`src/rtl/cover_toggle_drain.sv`:
```
// cover_toggle_drain
// Deduplicating toggle-coverage collector. The first hit on each point is
// latched into a pending bitmap, and pending points are streamed out one
// global index per cycle over a valid/ready channel in round-robin order.
// A clear pulse drains any in-flight beat, then re-arms every point.
module cover_toggle_drain #(
  parameter int WIDTH       = 120,
  parameter int COVER_INDEX = 0,
  parameter int COVER_TOTAL = 28338,
  parameter int CNT_W       = $clog2(WIDTH + 1)
) (
  input  logic              clock,
  input  logic              reset,
  input  logic              enable,
  input  logic [WIDTH-1:0]  valid,
  input  logic              clear,
  output logic              out_valid,
  input  logic              out_ready,
  output logic [63:0]       out_index,
  output logic [CNT_W-1:0]  pending_count,
  output logic [CNT_W-1:0]  covered_count,
  output logic              busy
);

  localparam int PTR_W = (WIDTH > 1) ? $clog2(WIDTH) : 1;

  typedef enum logic [1:0] {
    ST_IDLE  = 2'd0,
    ST_DRAIN = 2'd1,
    ST_FLUSH = 2'd2
  } state_e;

  // Number of set bits in a point bitmap.
  function automatic logic [CNT_W-1:0] popcount(input logic [WIDTH-1:0] v);
    logic [CNT_W-1:0] cnt;
    cnt = '0;
    for (int k = 0; k < WIDTH; k++) begin
      cnt = cnt + CNT_W'(v[k]);
    end
    return cnt;
  endfunction

  // Index of the lowest set bit; returns 0 when the vector is empty, so
  // callers must qualify the result with a non-empty test.
  function automatic logic [PTR_W-1:0] lowest_set(input logic [WIDTH-1:0] v);
    logic [PTR_W-1:0] idx;
    idx = '0;
    for (int k = WIDTH - 1; k >= 0; k--) begin
      if (v[k]) idx = PTR_W'(k);
    end
    return idx;
  endfunction

  // Mask selecting every bit position at or above the round-robin pointer.
  function automatic logic [WIDTH-1:0] at_or_above(input logic [PTR_W-1:0] p);
    logic [WIDTH-1:0] m;
    for (int k = 0; k < WIDTH; k++) begin
      m[k] = (k >= int'(p));
    end
    return m;
  endfunction

  state_e             state_q,     state_d;
  logic [WIDTH-1:0]   seen_q,      seen_d;
  logic [WIDTH-1:0]   pending_q,   pending_d;
  logic [PTR_W-1:0]   ptr_q,       ptr_d;
  logic               out_valid_q, out_valid_d;
  logic [63:0]        out_index_q, out_index_d;

  logic [WIDTH-1:0]   new_hits;
  logic [WIDTH-1:0]   upper_pending;
  logic [PTR_W-1:0]   sel_idx;
  logic               capture;
  logic               load;
  logic               accept;
  logic               any_pending;

  // Selection, capture qualification and handshake decode.
  always_comb begin
    any_pending   = |pending_q;
    new_hits      = valid & ~seen_q;
    // Hits in a clear cycle are dropped: they would otherwise be wiped by
    // the flush anyway, but would briefly inflate the counts.
    capture       = enable && (state_q != ST_FLUSH) && !clear;
    upper_pending = pending_q & at_or_above(ptr_q);
    // Round-robin: first pending point at/after ptr, else wrap to lowest.
    sel_idx       = (|upper_pending) ? lowest_set(upper_pending)
                                     : lowest_set(pending_q);
    load          = (!out_valid_q || out_ready) && (state_q != ST_FLUSH)
                    && any_pending;
    accept        = out_valid_q && out_ready;
  end

  // Next-state computation for bitmaps, pointer, output beat and FSM.
  always_comb begin
    state_d     = state_q;
    seen_d      = seen_q;
    pending_d   = pending_q;
    ptr_d       = ptr_q;
    out_valid_d = out_valid_q;
    out_index_d = out_index_q;

    if (state_q == ST_FLUSH) begin
      // Let any outstanding beat finish, then re-arm everything at once.
      if (accept) begin
        out_valid_d = 1'b0;
      end
      if (!out_valid_q || out_ready) begin
        seen_d    = '0;
        pending_d = '0;
        ptr_d     = '0;
        state_d   = ST_IDLE;
      end
    end else begin
      if (load) begin
        out_valid_d        = 1'b1;
        out_index_d        = 64'(COVER_INDEX) + 64'(sel_idx);
        pending_d[sel_idx] = 1'b0;
        ptr_d              = (sel_idx == PTR_W'(WIDTH - 1)) ? '0
                                                            : sel_idx + PTR_W'(1);
      end else if (out_ready) begin
        out_valid_d = 1'b0;
      end

      // The selected bit is already in seen, so it cannot be re-pended here.
      if (capture) begin
        seen_d    = seen_q | new_hits;
        pending_d = pending_d | new_hits;
      end

      if (clear) begin
        state_d = ST_FLUSH;
      end else if ((state_q == ST_IDLE) && any_pending) begin
        state_d = ST_DRAIN;
      end else if ((state_q == ST_DRAIN) && !any_pending && !load) begin
        state_d = ST_IDLE;
      end
    end
  end

  // State registers; the asynchronous reset also discards any un-accepted beat.
  always_ff @(posedge clock or negedge reset) begin
    if (!reset) begin
      state_q     <= ST_IDLE;
      seen_q      <= '0;
      pending_q   <= '0;
      ptr_q       <= '0;
      out_valid_q <= 1'b0;
      out_index_q <= '0;
    end else begin
      state_q     <= state_d;
      seen_q      <= seen_d;
      pending_q   <= pending_d;
      ptr_q       <= ptr_d;
      out_valid_q <= out_valid_d;
      out_index_q <= out_index_d;
    end
  end

  // Outputs are either registers or popcounts of registered bitmaps.
  always_comb begin
    out_valid     = out_valid_q;
    out_index     = out_index_q;
    pending_count = popcount(pending_q);
    covered_count = popcount(seen_q);
    busy          = (state_q != ST_IDLE) || out_valid_q;
  end

endmodule
```
`config.mk`:
```
export PLATFORM = sky130hd
export DESIGN_NAME = cover_toggle_drain
export DESIGN_NICKNAME = d
export VERILOG_FILES = /design/src/rtl/cover_toggle_drain.sv
export SDC_FILE = /design/constraint.sdc
export NUM_CORES = 1
export LEC_CHECK = 0
export ABC_AREA = 0
export CORE_AREA = 4 4 243 221
export DETAILED_ROUTE_END_ITERATION = 6
export DIE_AREA = 0 0 247 225
export PLACE_DENSITY_LB_ADDON = 0.12
export SLEW_MARGIN = 20
export SYNTH_ARGS = -nofsm -noshare
export SYNTH_HDL_FRONTEND = slang
export SYNTH_SLANG_ARGS = --single-unit
```
`constraint.sdc`:
```
create_clock -name clock -period 10.5 [get_ports clock]
set_clock_uncertainty 0.1 [all_clocks]
set_input_delay 2.1 -clock clock [delete_from_list [all_inputs] [get_ports clock]]
set_output_delay 2.1 -clock clock [all_outputs]
set_load 0.03 [all_outputs]
```
==> impl_metrics.csv <==
group,metric,value,unit
run_status,outcome,"finished, final reports clean",
synthesis,yosysTopAreaCell,"dfrtp_1",
timing,setup_viol,0,
die,die_h,225,um
cts,post_cts_buffers,0,
timing,setup_tns,0,ns
timing,final_max_slew_viol_count,0,
placement,gp_congestion,1.03,
finish,diodes,0,
placement,io_buffers,147,
grt,grt_usage,36.4,%
synthesis,synth_cell_types,101,
synthesis,postSynth.asyncResetShare,100,%
route,detail_route.vias_per_cell,6.33,
timing,max_freq,99.5,MHz
finish,fin_nets,3129,
job,maxCapViolCount,0,
grt,grt_pass1_vias,21400,
synthesis,synth-seq-area-share,28.2,%
cts,clockBufferDepth,3,
timing,rsz0062_at_grt,"no",
synthesis,synth-seq-cells,257,
finish,instances_no_fill,3455,
die,initial_utilization,44.5,%
placement,hpwl,81.0,mm
worst_setup_path,cp_max_fo,9,
finish,area_growth,13.7,%
die,boundaryPins,205,
worst_hold_path,hold_class,"reg -> reg",
timing,worst_slew_pin_slew,1.17,ns
cts,path_clk_slew,0.06,ns
synthesis,synth_ff_type,"dfrtp_1",
route,via_count,21900,
cts,htreeDepth,2,
synthesis,synth.most_common_cell,"inv_1",
finish,drive_gt1_share,7.12,%
placement,place_inst,3396,
synthesis,synth_common_cells,"369 x inv_1, 257 x dfrtp_1, 221 x a21oi_1",
cts,cts-resized-gates,0,
timing,finalHoldViolCount,0,
worst_setup_path,cp.arrival,7.85,ns
grt,antenna_found_initial,1,
synthesis,yosysTopAreaCellShare,28.2,%
die,rows,79,
timing,period_needed,10.05,ns
worst_setup_path,path_class,"reg -> out",
route,wirelength,102,mm
cts,cts_tree,"done",
synthesis,synth_area,0.0228,mm^2
cts,cts_buffers,34,
route,dr.pass1.iters,6,
cts,clkSinkCount,257,
worst_setup_path,required,8.30,ns
grt,grt_max_degree,150,
worst_setup_path,crit_path_end_kind,"primary output",
placement,pre_cts_ws,0.993,ns
synthesis,ys_warn_count,0,
timing,fin_crit_sh,95.7,%
route,drt_iter0_markers,2863,
grt,grt_pass1_wl,147,mm
cts,cts-root-buf,"clkbuf_16",
timing,slew_headroom,21.6,%
die,die_area,0.0556,mm^2
synthesis,synthTopCellsByArea,"dfrtp_1 28%, fa_1 19%, inv_1 6.1%",
worst_setup_path,worst_setup_path_start_kind,"flop",
route,drc,0,
synthesis,synth_edf_count,0,
route,ant_nets,0,
route,wl_per_cell,29.6,um
die,coreArea,0.0513,mm^2
synthesis,syn_area_per_cell,8.70,um^2
cts,clk_latency,0.55,ns
timing,fin_ws,0.451,ns
grt,grt.overflow.total,0,
synthesis,netlist_instances,2623,
die,die_w,247,um
cts,hold_buffers,0,
[final timing paths]
check	cells past startpoint	startpoint	slack (ns)	end
setup / recovery	23	pending_q[79]$_DFFE_PN0P_	0.45	pending_count[6]
hold / removal	1	seen_q[38]$_DFFE_PN0P_	0.35	pending_q[38]$_DFFE_PN0P_
setup reg to reg	12	ptr_q[5]$_DFFE_PN0P_	3.82	pending_q[59]$_DFFE_PN0P_
hold reg to reg	1	seen_q[38]$_DFFE_PN0P_	0.35	pending_q[38]$_DFFE_PN0P_
max in group asynchronous	2	reset	7.15	pending_q[63]$_DFFE_PN0P_
min in group asynchronous	1	reset	1.54	pending_q[96]$_DFFE_PN0P_
[metrics by stage]
stage / cell area (um^2) / hold slack, ns / util (%)
after floorplan: 23000 / 0.323 / -
after global placement: 24900 / 0.337 / 48.5
after detailed placement: 24900 / 0.339 / 48.5
after CTS: 25900 / 0.347 / 50.6
after global routing: 26000 / 0.359 / 50.6
final: 26000 / 0.346 / 50.6
[registers in the layout, summed over array words and instances (netlist names)]
signal / cells
state_q: 2
seen_q: 120
ptr_q: 7
out_index: 7
pending_q: 120
out_valid: 1
[worst max-delay path: stages (launching register included)]
cell and delay [ns]:
dfrtp_1 0.57, inv_1 0.19, fa_1 0.58, fa_1 0.44, fa_1 0.54, fa_1 0.44
fa_1 0.52, inv_1 0.06, fa_1 0.47, inv_1 0.05, fa_1 0.48, fa_1 0.49
fa_1 0.49, inv_1 0.04, ha_1 0.18, inv_1 0.07, fa_1 0.19, inv_1 0.04
a21o_1 0.16, a21oi_1 0.21, o21bai_1 0.09, a21oi_1 0.17, xnor2_1 0.13, clkdlybuf4s50_1 0.68
[routing by layer]
metal	part of all wire (%)	global-route usage, %
met5	0.039	0.519
met4	3.9	12.4
met3	13	11.3
met2	42	51.5
met1	42	52.9
[cell type report]
cell class / instances / area [um^2]
fillers: 4886 / 25300
multi-input cells: 1856 / 14100
flip-flops and latches: 257 / 6430
repair buffers: 223 / 2060
inverters: 372 / 1400
clock buffers: 49 / 1010
well taps: 688 / 861
clock inverters: 10 / 83.8
[placed cells by master, fill, tap and decap left out, types with 11 or more instances in the layout]
cell type	n
o21a_1	12
o21ai_1	17
a31oi_1	24
ha_1	44
fa_1	216
nand4_1	30
o2111ai_1	13
nor4_1	45
conb_1	57
o31ai_1	19
nor2_1	180
clkdlybuf4s50_1	146
o211ai_1	86
o21ai_0	165
or2_2	11
a31o_2	17
nand2_1	198
a21o_1	22
nand3_1	59
dfrtp_1	254
a21boi_0	11
clkbuf_16	35
o22ai_1	44
nor3_1	42
nand2b_1	17
a211oi_1	37
xnor2_1	11
nor2b_1	22
buf_4	74
and2_1	18
and3_1	12
inv_1	369
a21oi_1	221
[cell families after synthesis]
logic type / count (synthesis) / synth area share (%)
AO/OA/AOI/OAI: 832 / 23.9
XOR/XNOR: 11 / 0.422
adder cells (fa/ha/maj): 260 / 21.4
buffers and inverters: 566 / 11.0
flip-flops: 257 / 28.2
multiplexers: 3 / 0.137
other: 1 / 0.0164
AND/OR/NAND/NOR: 693 / 15.0
Power is not shown: default switching activity piles up to over one toggle a cycle in this logic, so the estimate is an artifact.
